--- src/rtl/bin2bcd_seq.sv ---
// Sequential binary-to-BCD converter using double-dabble (shift-and-add-3).
// Each SHIFT cycle handles one binary bit; the result is published to o_bcd when DONE is entered.
module bin2bcd_seq #(
   parameter int DW     = 16,
   parameter int DIGITS = 5
) (
   input  logic                  i_clk,
   input  logic                  i_rst,
   input  logic                  i_start,
   input  logic [DW-1:0]         i_bin,
   output logic [4*DIGITS-1:0]   o_bcd,
   output logic                  o_busy,
   output logic                  o_done
);

   localparam int CW = $clog2(DW + 1);
   localparam int BW = 4 * DIGITS;
   localparam logic [CW-1:0] LAST_CNT = CW'(DW - 1);

   typedef enum logic [1:0] {
      S_IDLE,
      S_SHIFT,
      S_DONE
   } state_t;

   state_t            state_q, state_d;
   logic [DW-1:0]     bin_q, bin_d;
   logic [BW-1:0]     bcd_q, bcd_d;
   logic [BW-1:0]     out_q, out_d;
   logic [CW-1:0]     cnt_q, cnt_d;
   logic [BW-1:0]     bcd_adj;
   logic [BW+DW-1:0]  shifted;

   // Add-3 correction on every digit in parallel, ahead of the shift in the same cycle.
   generate
      for (genvar gi = 0; gi < DIGITS; gi++) begin : g_adj
         assign bcd_adj[4*gi +: 4] = (bcd_q[4*gi +: 4] > 4'd4) ? (bcd_q[4*gi +: 4] + 4'd3)
                                                               : bcd_q[4*gi +: 4];
      end
   endgenerate

   assign shifted = {bcd_adj, bin_q} << 1;

   always_comb begin
      state_d = state_q;
      bin_d   = bin_q;
      bcd_d   = bcd_q;
      out_d   = out_q;
      cnt_d   = cnt_q;
      case (state_q)
         S_IDLE, S_DONE: begin
            if (i_start) begin
               bin_d   = i_bin;
               bcd_d   = '0;
               cnt_d   = '0;
               state_d = S_SHIFT;
            end else begin
               state_d = S_IDLE;
            end
         end
         S_SHIFT: begin
            bcd_d = shifted[BW+DW-1:DW];
            bin_d = shifted[DW-1:0];
            cnt_d = cnt_q + CW'(1);
            // Last iteration: publish the post-shift digits on the edge entering DONE.
            if (cnt_q == LAST_CNT) begin
               out_d   = shifted[BW+DW-1:DW];
               state_d = S_DONE;
            end
         end
         default: state_d = S_IDLE;
      endcase
   end

   always_ff @(posedge i_clk) begin
      if (i_rst) begin
         state_q <= S_IDLE;
         bin_q   <= '0;
         bcd_q   <= '0;
         out_q   <= '0;
         cnt_q   <= '0;
      end else begin
         state_q <= state_d;
         bin_q   <= bin_d;
         bcd_q   <= bcd_d;
         out_q   <= out_d;
         cnt_q   <= cnt_d;
      end
   end

   assign o_bcd  = out_q;
   assign o_busy = (state_q == S_SHIFT);
   assign o_done = (state_q == S_DONE);

endmodule

--- config.mk ---
export PLATFORM = sky130hd
export DESIGN_NAME = bin2bcd_seq
export DESIGN_NICKNAME = d
export VERILOG_FILES = /design/src/rtl/bin2bcd_seq.sv
export SDC_FILE = /design/constraint.sdc
export NUM_CORES = 1
export LEC_CHECK = 0
export ABC_CLOCK_PERIOD_IN_PS = 2200
export CAP_MARGIN = 0
export CORE_ASPECT_RATIO = 0.6
export CORE_UTILIZATION = 50
export CTS_CLUSTER_SIZE = 8
export DETAILED_ROUTE_END_ITERATION = 16
export PLACE_DENSITY = 0.85
export SLEW_MARGIN = 20
export SYNTH_ARGS = -nofsm -noshare
export SYNTH_HDL_FRONTEND = slang
export SYNTH_SLANG_ARGS = --single-unit
--- constraint.sdc ---
create_clock -name i_clk -period 2.2 [get_ports i_clk]
set_input_delay 0.33 -clock i_clk [delete_from_list [all_inputs] [get_ports i_clk]]
set_output_delay 0.33 -clock i_clk [all_outputs]
set_load 0.02 [all_outputs]
==> impl_metrics.ini <==
[pwr]
power_per_cell_area_mw_per_mm2 = 688.6
power.leakage_nw = 1.289
vdd.ir_drop.worst_mv = 0.3009
design_power_total_mw = 2.348

[synth]
mappedNetlistNets = 343
synth-seq-area-share_pct = 45.59
synth-warning-count = 0
synthCells = 312
flip_flop_and_latch_count_after_synthesis = 63
async_reset_ff_share_pct = 0
top_flip_flop_cell_by_instance_count_after_synthesis = sky130_fd_sc_hd__dfxtp_1
synth_area_sq_mm = 0.002766
synth_enable_flop_cells = 0
synth_cell_type_count = 30
syn-mean-instance-area_sq_um = 8.867

[critical_path]
critPathCaptureType = output pin
startpoint_type = flip-flop
critical_path_peak_fanout = 8
cp_data_required_time_ns = 1.87
arrival_ns = 1.73
worst-setup-path-type = flip-flop to output pin

[route]
totalWireLength_um = 6052
detail_route.wl_per_cell_um = 14.24
dr_total_vias = 2341
routed_via_density = 5.508
postRouteAntennaNets = 0
initialDrtViolationCount = 140
drcViolationCount = 3
drt-pass1-iter-count = 10

[sta]
finalCritPeriodShare_pct = 93.85
grt_setup_unrepaired = no
fin_tns_setup_ns = 0
setup_viol = 0
drv_slew = 0
finalHoldViolations = 0
finalWorstPathRequiredPeriod_ns = 2.065
slew_headroom_pct = 54.30
worstMarginPinSlew_ns = 0.6833
fmaxAchievable_mhz = 484.3
fin_worst_skew_ns = 0.005387

[clock_tree]
cts_made_buffers = 9
clk_transition_reported_paths_ns = 0.06
clock-root-buffer = sky130_fd_sc_hd__clkbuf_8
clk_latency_ns = 0.34
hold_fix_buffers_cts = 0
cts_tree = done
cts_sink_count = 63
htree_num_levels = 3
clk_path_buf_depth = 2
post_cts.repair.setup_buffers = 0
cts_repair_resize_count = 0

[die]
dieHeight_um = 59.62
dieWidth_um = 98.03
placeableCoreArea_sq_mm = 0.005180
floorplan.rows = 20
floorplan.initialDensity_pct = 53.41
top_level_ports = 41
die_area_sq_mm = 0.005844

[place]
hpwl_um = 4459
place_congestion = 0.7719
total_placed_instance_area_sq_mm = 0.003213
io_buffer_count = 40

[global_route]
antenna_violations_before_repair = 0
first_global_vias = 2098
pin_count_of_the_biggest_net_entering_global_routing = 22
grt_first_pass_wirelength_um = 9639
globalRoute.totalOverflow = 0
global_route_usage_over_all_layers_pct = 21.95

[min_path]
hold_class = flip-flop to flip-flop

[cells_and_area]
most_common_cell_after_layout_fill_and_taps_aside = sky130_fd_sc_hd__dfxtp_1
area_growth_pct = 23.25
filler_cell_count = 421
layout_common_cells = 63 x sky130_fd_sc_hd__dfxtp_1, 40 x sky130_fd_sc_hd__clkdlybuf4s50_1, 33 x sky130_fd_sc_hd__a21oi_1
post-route-cell-area_sq_mm = 0.003410
antenna-diode-count = 0
finish.net_count = 386
ff_latch_area_sq_mm = 0.001261
multi_input_area_sq_mm = 0.001334
share_of_layout_cells_above_drive_strength_1_pct = 9.471

[outcome]
status = finished with violations
violated_checks = DRC

[flow_run]
cap_violations = 0
[cell type report]
| cell class | instances | area share, % |
|---|---|---|
| clock inverters | 4 | 1.321 |
| well taps | 66 | 2.422 |
| multi-input cells | 214 | 39.12 |
| inverters | 18 | 1.982 |
| clock buffers | 11 | 4.440 |
| flip-flops and latches | 63 | 36.99 |
| repair buffers | 49 | 13.72 |
[layer usage]
metal / GRT usage, % / part of all wire, %
met1: 27.30 / 50
met5: 0 / 0
met2: 34.51 / 43
met4: 9.957 / 0.96
met3: 8.137 / 6.6
[stage by stage]
step	setup WS (ns)	instances	util, %	hold slack [ns]
CTS	0.1096	425	65.82	0.4572
global route	0.004044	425	65.82	0.4760
detailed placement	0.2515	410	62.03	0.4483
finish	0.1353	425	65.82	0.4556
global placement	0.2610	410	62.03	0.4421
floorplan	0.5408	312	-	0.4368
[path summary, 6_finish.rpt]
check / from / end / slack, ns / depth (start not counted)
max: state_q[0] / o_busy / 0.14 / 3
min: o_bcd[0] / o_bcd[0] / 0.46 / 2
max reg2reg: cnt_q[0] / o_bcd[4] / 0.21 / 7
min reg2reg: o_bcd[0] / o_bcd[0] / 0.46 / 2
[cells by family (layout without fill, tap and decap cells)]
group / count (synthesis) / in the layout / synth area share (%)
AOI/OAI and AO/OA: 104 / 104 / 23.02
xor gates and xnor gates: 5 / 5 / 1.583
adders and majority gates: 12 / 12 / 5.427
buffers and inverters: 35 / 82 / 6.196
DFF: 63 / 63 / 45.59
muxes: 6 / 6 / 2.442
and+or+nand+nor: 87 / 87 / 15.74
[cell usage after synthesis, types with 2 or more instances]
| master | n | share of area [%] |
|---|---|---|
| sky130_fd_sc_hd__nor3b_1 | 5 | 1.4 |
| sky130_fd_sc_hd__clkbuf_1 | 5 | 0.68 |
| sky130_fd_sc_hd__nor2b_1 | 8 | 1.8 |
| sky130_fd_sc_hd__o21ai_0 | 28 | 5.1 |
| sky130_fd_sc_hd__a21oi_1 | 33 | 6.0 |
| sky130_fd_sc_hd__mux2_2 | 6 | 2.4 |
| sky130_fd_sc_hd__a21o_1 | 5 | 1.4 |
| sky130_fd_sc_hd__dfxtp_1 | 63 | 46 |
| sky130_fd_sc_hd__nor3_1 | 4 | 0.72 |
| sky130_fd_sc_hd__nor2_1 | 24 | 3.3 |
| sky130_fd_sc_hd__inv_2 | 2 | 0.27 |
| sky130_fd_sc_hd__nand3b_1 | 6 | 1.6 |
| sky130_fd_sc_hd__o21a_1 | 4 | 1.1 |
| sky130_fd_sc_hd__nand2_1 | 28 | 3.8 |
| sky130_fd_sc_hd__a211oi_1 | 5 | 1.4 |
| sky130_fd_sc_hd__buf_6 | 4 | 1.6 |
| sky130_fd_sc_hd__ha_1 | 12 | 5.4 |
| sky130_fd_sc_hd__a22o_1 | 9 | 2.8 |
| sky130_fd_sc_hd__buf_2 | 8 | 1.4 |
| sky130_fd_sc_hd__xnor2_1 | 5 | 1.6 |
| sky130_fd_sc_hd__a22oi_1 | 18 | 4.9 |
| sky130_fd_sc_hd__inv_1 | 16 | 2.2 |
| sky130_fd_sc_hd__nand2b_1 | 7 | 1.6 |
[flip-flops by register name (all words and copies together) (netlist names)]
name and count:
bin_q 16, cnt_q 5, bcd_q 20, o_bcd 20
state_q 2
[critical path, cell delays in order, from the launching register on]
cell                              delay, ns
sky130_fd_sc_hd__dfxtp_1               0.38
sky130_fd_sc_hd__nand2b_1              0.20
sky130_fd_sc_hd__inv_2                 0.19
sky130_fd_sc_hd__clkdlybuf4s50_1       0.63
[report_power, final]
part,switching (mW),internal (mW),leakage (nW)
Sequential,0.0151,1.17,0.510
Combinational,0.0935,0.0751,0.673
Clock,0.426,0.572,0.105
Power figures use the tool's default switching activity.
